**config.mk**
```make
export PLATFORM = sky130hd
export DESIGN_NAME = multicycle_fetch
export DESIGN_NICKNAME = d
export VERILOG_FILES = /design/src/rtl/multicycle_fetch.sv
export SDC_FILE = /design/constraint.sdc
export NUM_CORES = 1
export LEC_CHECK = 0
export CORE_ASPECT_RATIO = 0.75
export CORE_MARGIN = 2
export CORE_UTILIZATION = 45
export CTS_CLUSTER_DIAMETER = 80
export DETAILED_ROUTE_END_ITERATION = 8
export GPL_TIMING_DRIVEN = 0
export PLACE_DENSITY = 0.87
export SLEW_MARGIN = 15
export SYNTH_ARGS = -nofsm -noshare
export SYNTH_HDL_FRONTEND = slang
export SYNTH_SLANG_ARGS = --single-unit
```
**constraint.sdc**
```tcl
create_clock -name clk -period 3.7 [get_ports clk]
set_input_delay 0.74 -clock clk [delete_from_list [all_inputs] [get_ports clk]]
set_output_delay 0.74 -clock clk [all_outputs]
set_load 0.05 [all_outputs]
```
**src/rtl/multicycle_fetch.sv**
```systemverilog
// rtl/multicycle_fetch.sv - instruction-fetch front end: PC, single outstanding I-mem read, IR latch
module multicycle_fetch #(
  parameter logic [31:0] RESET_PC = 32'hBFC0_0000
) (
  input  logic        clk,
  input  logic        reset,
  input  logic        fetch_enable,
  input  logic        pc_redirect_valid,
  input  logic [31:0] pc_redirect,
  input  logic        iresp_data_ok,
  input  logic [31:0] iresp_data,
  output logic        ireq_valid,
  output logic [31:0] ireq_addr,
  output logic [31:0] instruction,
  output logic [31:0] pc,
  output logic        fetch_busy
);

  localparam logic [1:0] ST_IDLE    = 2'd0;
  localparam logic [1:0] ST_WAIT    = 2'd1;
  localparam logic [1:0] ST_DISCARD = 2'd2;

  logic [1:0]  state;
  logic [31:0] redirect_aligned;

  assign redirect_aligned = {pc_redirect[31:2], 2'b00};

  always_ff @(posedge clk) begin
    if (!reset) begin
      state       <= ST_IDLE;
      pc          <= RESET_PC;
      instruction <= 32'h0;
      ireq_valid  <= 1'b0;
      ireq_addr   <= RESET_PC;
      fetch_busy  <= 1'b0;
    end else begin
      case (state)
        ST_IDLE: begin
          if (pc_redirect_valid) begin
            pc <= redirect_aligned;
          end
          // A redirect in the same cycle as a fetch request steers the fetch itself.
          if (fetch_enable) begin
            ireq_valid  <= 1'b1;
            ireq_addr   <= pc_redirect_valid ? redirect_aligned : pc;
            instruction <= 32'h0;
            state       <= ST_WAIT;
            fetch_busy  <= 1'b1;
          end
        end
        ST_WAIT: begin
          if (pc_redirect_valid) begin
            pc <= redirect_aligned;
            if (iresp_data_ok) begin
              ireq_valid <= 1'b0;
              state      <= ST_IDLE;
              fetch_busy <= 1'b0;
            end else begin
              state <= ST_DISCARD;
            end
          end else if (iresp_data_ok) begin
            instruction <= iresp_data;
            pc          <= pc + 32'd4;
            ireq_valid  <= 1'b0;
            state       <= ST_IDLE;
            fetch_busy  <= 1'b0;
          end
        end
        ST_DISCARD: begin
          if (pc_redirect_valid) begin
            pc <= redirect_aligned;
          end
          // The stale response still has to drain before a new request may issue.
          if (iresp_data_ok) begin
            ireq_valid <= 1'b0;
            state      <= ST_IDLE;
            fetch_busy <= 1'b0;
          end
        end
        default: begin
          state      <= ST_IDLE;
          ireq_valid <= 1'b0;
          fetch_busy <= 1'b0;
        end
      endcase
    end
  end

endmodule

```
==> metrics, run 1 <==
outcome=completed; Worst Hold Path EP=instruction[26]$_SDFFE_PN0P_; Fin. Hold Viols=0; Ant. Diodes=0; die area=around 11,000 um2; CTS HTree Levels=3; leading register cell type out of synthesis=dfxtp_1; TritonCTS Buffers=9; via count=5,236; maximum fanout along the worst path=10; GRT Total Usage=between 20% and 30%; f_max=a little under 400 MHz; Mapped Cells=between 500 and 600; Worst slew margin=between 30% and 40%; pwr/cell area=between 400 and 500 nW/um2; root buf cell=clkbuf_16; Reg2Reg Launch Point=state[1]$_SDFFE_PN0N_; Register Area=approximately 2000 um2; shortest period the worst path allows=~2500 ps; Max Cap Viol=0; drt pass-1 iters=7; worst vdd ir=just under 0.3 mV; DRT antenna net count=0; pre-CTS setup slack=slightly above 900 ps; DR iter-0 viols=approximately 630; P_int=approximately 1.9 mW; Routed Wire Length=~16 mm; final period utilization=between 60 and 70%; Post-Synth Simple-Gate Area=22.1%; first-pass GRT wire length=around 25 mm; Flop pwr share=between 40% and 50%; routability cong.=approximately 0.92; Post-synth EDFFs=0; DP Wirelength=about 12 mm; placed inst area=between 6000 and 7000 um2; worst setup path category=flop to flop; FF-to-FF setup slack=1150 ps; Post-Layout Cell Count=around 880; vias in the first global route=about 4,900; CP Launch Type=flop; Leak Pwr=~2.4 nW; Synth Area in Compound Gates=22.7%; sw frac=between 30 and 40%; grt total ovfl=0; layout cell share with drive strength beyond 1=4.82%; Setup Skew=about 5.3 ps; post-CTS sizing=0; Placed Cells=approximately 860; clock share of power=32.3%; Tightest Hold Check Type=flop to flop; Final Util=68.3%; largest family of logic cells by synthesized area=compound AO/OA/AOI/OAI gates; Hold Startpoint=instruction[26]$_SDFFE_PN0P_; sum of negative setup slack=0 ps; Syn Nets=approximately 640; Switching Power=about 970 uW; hold_ws=about 450 ps; Critical Path RT=a little under 4000 ps; Area Growth Syn to Fin=45.4%; Setup WS post-layout=1150 ps; initial antenna violation count=0; RSZ-0062 raised after global routing=no; FF-to-FF End=pc[5]$_SDFFE_PN0P_; # DRC=0; reg2reg path depth=9; ys async rst share=0%; Synth Register Bits=99; fin nets=816; Die Y=91.7 um; TritonCTS clock tree=done; Total Power=2.90 mW; # setup viols final=0; average size of a mapped cell=between 8 and 9 um2; Initial Util=about 47%; Post-Synth Adder-Cell Area=about 1.4%; Netlist cell types=55; DR WL/cell=between 15 and 20 um; Comb pwr share=between 20% and 30%; CP arrival=approximately 2800 ps; FP Rows=31; number of fill cells=765; Synth Area in XOR/XNOR=less than 1%; floorplan core area=about 9800 um2; Least-Margin Pin Slew=about 960 ps; synthesized area=between 4000 and 5000 um2; CTS clock-pin slew for the worst setup and hold paths=approximately 70 ps; hold buffers post-CTS=0; footprint of the multi-input gates=approximately 2400 um2; final design instance area without fill=6700 um2; die width=roughly 120 um; vias per cell=5.96; Critical Path End Type=flop; I/O pin count=between 150 and 200; setup bufs post-CTS=0; pin count of the biggest net entering global routing=17; PortBufs=163; latest clock arrival within the worst-skew pair=between 300 and 400 ps; sequential share of the synthesized area=~43%; Clock Sinks=99; Longest Clk Path Bufs=2; max-slew violations=0; multiplexer share of the synthesized area=between 5 and 6%; Yosys warning total=0; hold depth=2
logic make-up (layout without fill, tap and decap cells):
group                    count (synthesis)  after routing
multiplexers                            27             27
adder cells (fa/ha/maj)                  5              5
AO/OA/AOI/OAI                          172            172
AND/OR/NAND/NOR                        211            211
XOR/XNOR                                 1              1
flip-flops                              99             99
buffers and inverters                   53            232
metal layers:
metal / wire length, um / global-route usage [%] / part of all wire, %
met4: 379 / 9.59 / 2.4
met5: 0 / 0 / 0
met2: 7180 / 43.8 / 45
met3: 1600 / 6.97 / 10
met1: 6810 / 37.6 / 43
registers in the layout, summed over array words and instances (netlist names):
signal / flops
ireq_addr: 32
fetch_busy: 1
state: 2
pc: 32
instruction: 32
critical path: stages (launching register included):
cell      delay (ps)
dfxtp_1          410
inv_1             90
ha_1             180
clkbuf_1         190
nor3b_1          220
nor2_1           350
clkbuf_1         440
buf_2            350
a22oi_1          130
nor2_1           120
cell type report:
cell class,instances,share of cell area [%]
clock buffer,10,3.42
buffer,45,2.84
sequential,99,29.6
inverter,8,0.448
timing repair buffer,163,24.4
clock inverter,6,0.971
multi-input combinational,416,35.9
tap,132,2.46
synth_stat cells, drive strengths merged (6+ instances only):
| library cell | n | area share (%) |
|---|---|---|
| dfxtp | 99 | 43 |
| nand2 | 77 | 6.3 |
| a21oi | 66 | 7.2 |
| nand3 | 52 | 5.6 |
| o21ai | 45 | 4.9 |
| nor2 | 35 | 2.9 |
| clkbuf | 32 | 2.6 |
| mux2i | 27 | 5.9 |
| buf | 13 | 1.5 |
| o211ai | 9 | 1.5 |
| inv | 8 | 0.65 |
| nand4 | 8 | 1.2 |
| a211oi | 7 | 1.1 |
| nor3 | 7 | 0.87 |
| and3 | 6 | 0.81 |
| nor4 | 6 | 1.5 |
power groups by stage:
stage          Sequential [mW]  Clock, mW  Combinational (mW)
2_1_floorplan             1.42          0               0.255
3_3_place_gp              1.21          0               0.739
3_5_place_dp              1.21          0               0.756
4_1_cts                   1.19      0.945               0.760
5_1_grt                   1.20      0.999               0.810
6_report                  1.19      0.936               0.769
placed cells by master (no fill, tap or decap), types with 8 or more instances in the layout:
cell	netlist	layout
clkdlybuf4s50_1	0	163
dfxtp_1	99	99
nand2_1	76	76
a21oi_1	66	66
nand3_1	52	52
o21ai_0	43	43
nor2_1	35	35
clkbuf_1	32	33
mux2i_1	27	27
o211ai_1	9	9
clkbuf_16	0	9
buf_2	8	8
worst max path at each step:
stage	from	depth (start not counted)	slack, ps	end
floorplan	pc[10]$_SDFFE_PN0P_	5	1510	pc[17]$_SDFFE_PN0P_
global placement	iresp_data_ok	7	970	pc[5]$_SDFFE_PN0P_
detailed placement	iresp_data_ok	7	940	pc[20]$_SDFFE_PN0P_
CTS	state[1]$_SDFFE_PN0N_	9	1240	pc[20]$_SDFFE_PN0P_
global route	state[1]$_SDFFE_PN0N_	9	1010	pc[20]$_SDFFE_PN0P_
finish	state[1]$_SDFFE_PN0N_	9	1150	pc[5]$_SDFFE_PN0P_
No activity file was read; power rests on OpenSTA's default activity.
==> run 2, diff against run 1 <==
--- a/config.mk
+++ b/config.mk
@@ -7,11 +7,11 @@
 export LEC_CHECK = 0
 export CORE_ASPECT_RATIO = 0.75
 export CORE_MARGIN = 2
-export CORE_UTILIZATION = 45
+export CORE_UTILIZATION = 41
 export CTS_CLUSTER_DIAMETER = 80
 export DETAILED_ROUTE_END_ITERATION = 8
 export GPL_TIMING_DRIVEN = 0
-export PLACE_DENSITY = 0.87
+export PLACE_DENSITY = 0.83
 export SLEW_MARGIN = 15
 export SYNTH_ARGS = -nofsm -noshare
 export SYNTH_HDL_FRONTEND = slang
==> constraint.sdc (replaced) <==
create_clock -name clk -period 2.2 [get_ports clk]
set_input_delay 0.44 -clock clk [delete_from_list [all_inputs] [get_ports clk]]
set_output_delay 0.44 -clock clk [all_outputs]
set_load 0.05 [all_outputs]
==> metrics, run 2 (synthesized netlist as in run 1, its figures left out) <==
fin nets=roughly 820; initial antenna violation count=0; f_max=roughly 460 MHz; layout cell share with drive strength beyond 1=a little under a tenth; CTS clock-pin slew for the worst setup and hold paths=70 ps; pin count of the biggest net entering global routing=16; hold depth=2; GRT Total Usage=about a quarter; met2 Usage GRT=41.6%; latest clock arrival within the worst-skew pair=about 340 ps; GR Layer Usage met1=a little over a third; Setup Skew=around 7.7 ps; Clock Sinks=a little under 100; Total Power=5.05 mW; Fin. Hold Viols=0; number of fill cells=~900; DR WL/cell=18.6 um; Least-Margin Pin Slew=about 900 ps; TritonCTS Buffers=9; slowest CP cell=clkdlybuf4s50_1; reg2reg path depth=10; most frequent cells in the layout=clkdlybuf4s50_1, dfxtp_1, nand2_1; cells along the critical path=clkdlybuf4s50_1; routing usage on met3=6.56%; DP Wirelength=12.1 mm; root buf cell=clkbuf_16; floorplan core area=approximately 11,000 um2; vias per cell=~5.8; final period utilization=a little over nine tenths; FP Rows=33; commonest non-fill, non-tap cell in the layout=clkdlybuf4s50_1; DR iter-0 viols=about 540; vias in the first global route=4,849; I/O pin count=167; Hold Startpoint=instruction[10]$_SDFFE_PN0P_; Reg2Reg Launch Point=state[0]$_SDFFE_PN0N_; outcome=completed; Leak Pwr=around 2.5 nW; Longest Clk Path Bufs=2; Critical Path RT=around 1800 ps; footprint of the multi-input gates=about 2500 um2; worst path buffer plus inverter count=1; PortBufs=163; Critical Path End Type=output port; Area Growth Syn to Fin=50.1%; CTS HTree Levels=3; worst vdd ir=about 0.39 mV; Ant. Diodes=0; # setup viols final=0; gr busiest metal=met2; die width=126 um; Initial Util=between 40% and 50%; routability cong.=roughly 0.91; drt pass-1 iters=7; Register Area=around 2000 um2; TritonCTS clock tree=done; die area=about 12,000 um2; Tightest Hold Check Type=flop to flop; Worst slew margin=between 30% and 40%; CP Launch Type=flop; sum of negative setup slack=0 ps; Largest regs=instruction (32), ireq_addr (32), pc (32); # DRC=0; DRT antenna net count=0; shortest period the worst path allows=approximately 2200 ps; Routed Wire Length=16.7 mm; maximum fanout along the worst path=7; FF-to-FF setup slack=slightly below 50 ps; worst setup path category=flop to output port; FF-to-FF End=pc[14]$_SDFFE_PN0P_; Max Cap Viol=0; hold_ws=454 ps; CP max stage delay=~870 ps; kind of cell adding the most delay to the critical path=buffers and inverters; Setup crit start=pc[10]$_SDFFE_PN0P_; max-slew violations=0; pwr/cell area=roughly 730 nW/um2; Die Y=roughly 96 um; hold buffers post-CTS=0; Worst Hold Path EP=instruction[10]$_SDFFE_PN0P_; first-pass GRT wire length=25.3 mm; CP arrival=approximately 1700 ps; via count=~5,200; grt total ovfl=0
## run 2: power by group
part	internal [mW]	leakage, nW	switching [mW]
Clock	1.02	0.148	0.683
Combinational	0.479	1.58	0.853
Sequential	1.90	0.811	0.109
## run 2: per-stage QoR
step / cells / instance area (um2) / setup WS [ps] / util, %
CTS: 894 / 6840 / -1.47 / 62.5
floorplan: 568 / 4610 / 12.4 / -
global route: 894 / 6920 / -12.9 / 63.2
finish: 894 / 6920 / 48.4 / 63.2
detailed placement: 871 / 6420 / -331 / 58.6
global placement: 871 / 6420 / -236 / 58.6
## run 2: what timing repair did
item,CTS,global route
buffers inserted,9,2
pin swaps,5,5
cloned,0,1
resized for setup,14,24
endpoints found under the setup margin,59,69
## run 2: worst max path at each step
stage / cells after the start / end / slack, ps
after floorplan: 5 / pc[17]$_SDFFE_PN0P_ / 10
after global placement: 7 / pc[13]$_SDFFE_PN0P_ / -240
after detailed placement: 7 / pc[13]$_SDFFE_PN0P_ / -330
after CTS: 8 / pc[17]$_SDFFE_PN0P_ / -1
after global routing: 10 / pc[14]$_SDFFE_PN0P_ / -10
final: 1 / pc[10] / 50
## run 2: routing by layer
layer	vias to the layer above	share of wire (%)
met2	311	45
met4	0	2.3
met1	2439	44
met3	38	9.5
li1	2429	-
met5	-	0
## run 2: layout make-up
| class | instances | share of cell area (%) |
|---|---|---|
| Multi-Input combinational cell | 416 | 36.2 |
| Clock buffer | 11 | 3.51 |
| Inverter | 8 | 0.434 |
| Tap cell | 140 | 2.53 |
| Clock inverter | 4 | 1.08 |
| Sequential cell | 99 | 28.7 |
| Buffer | 41 | 2.60 |
| Timing Repair Buffer | 175 | 25.0 |
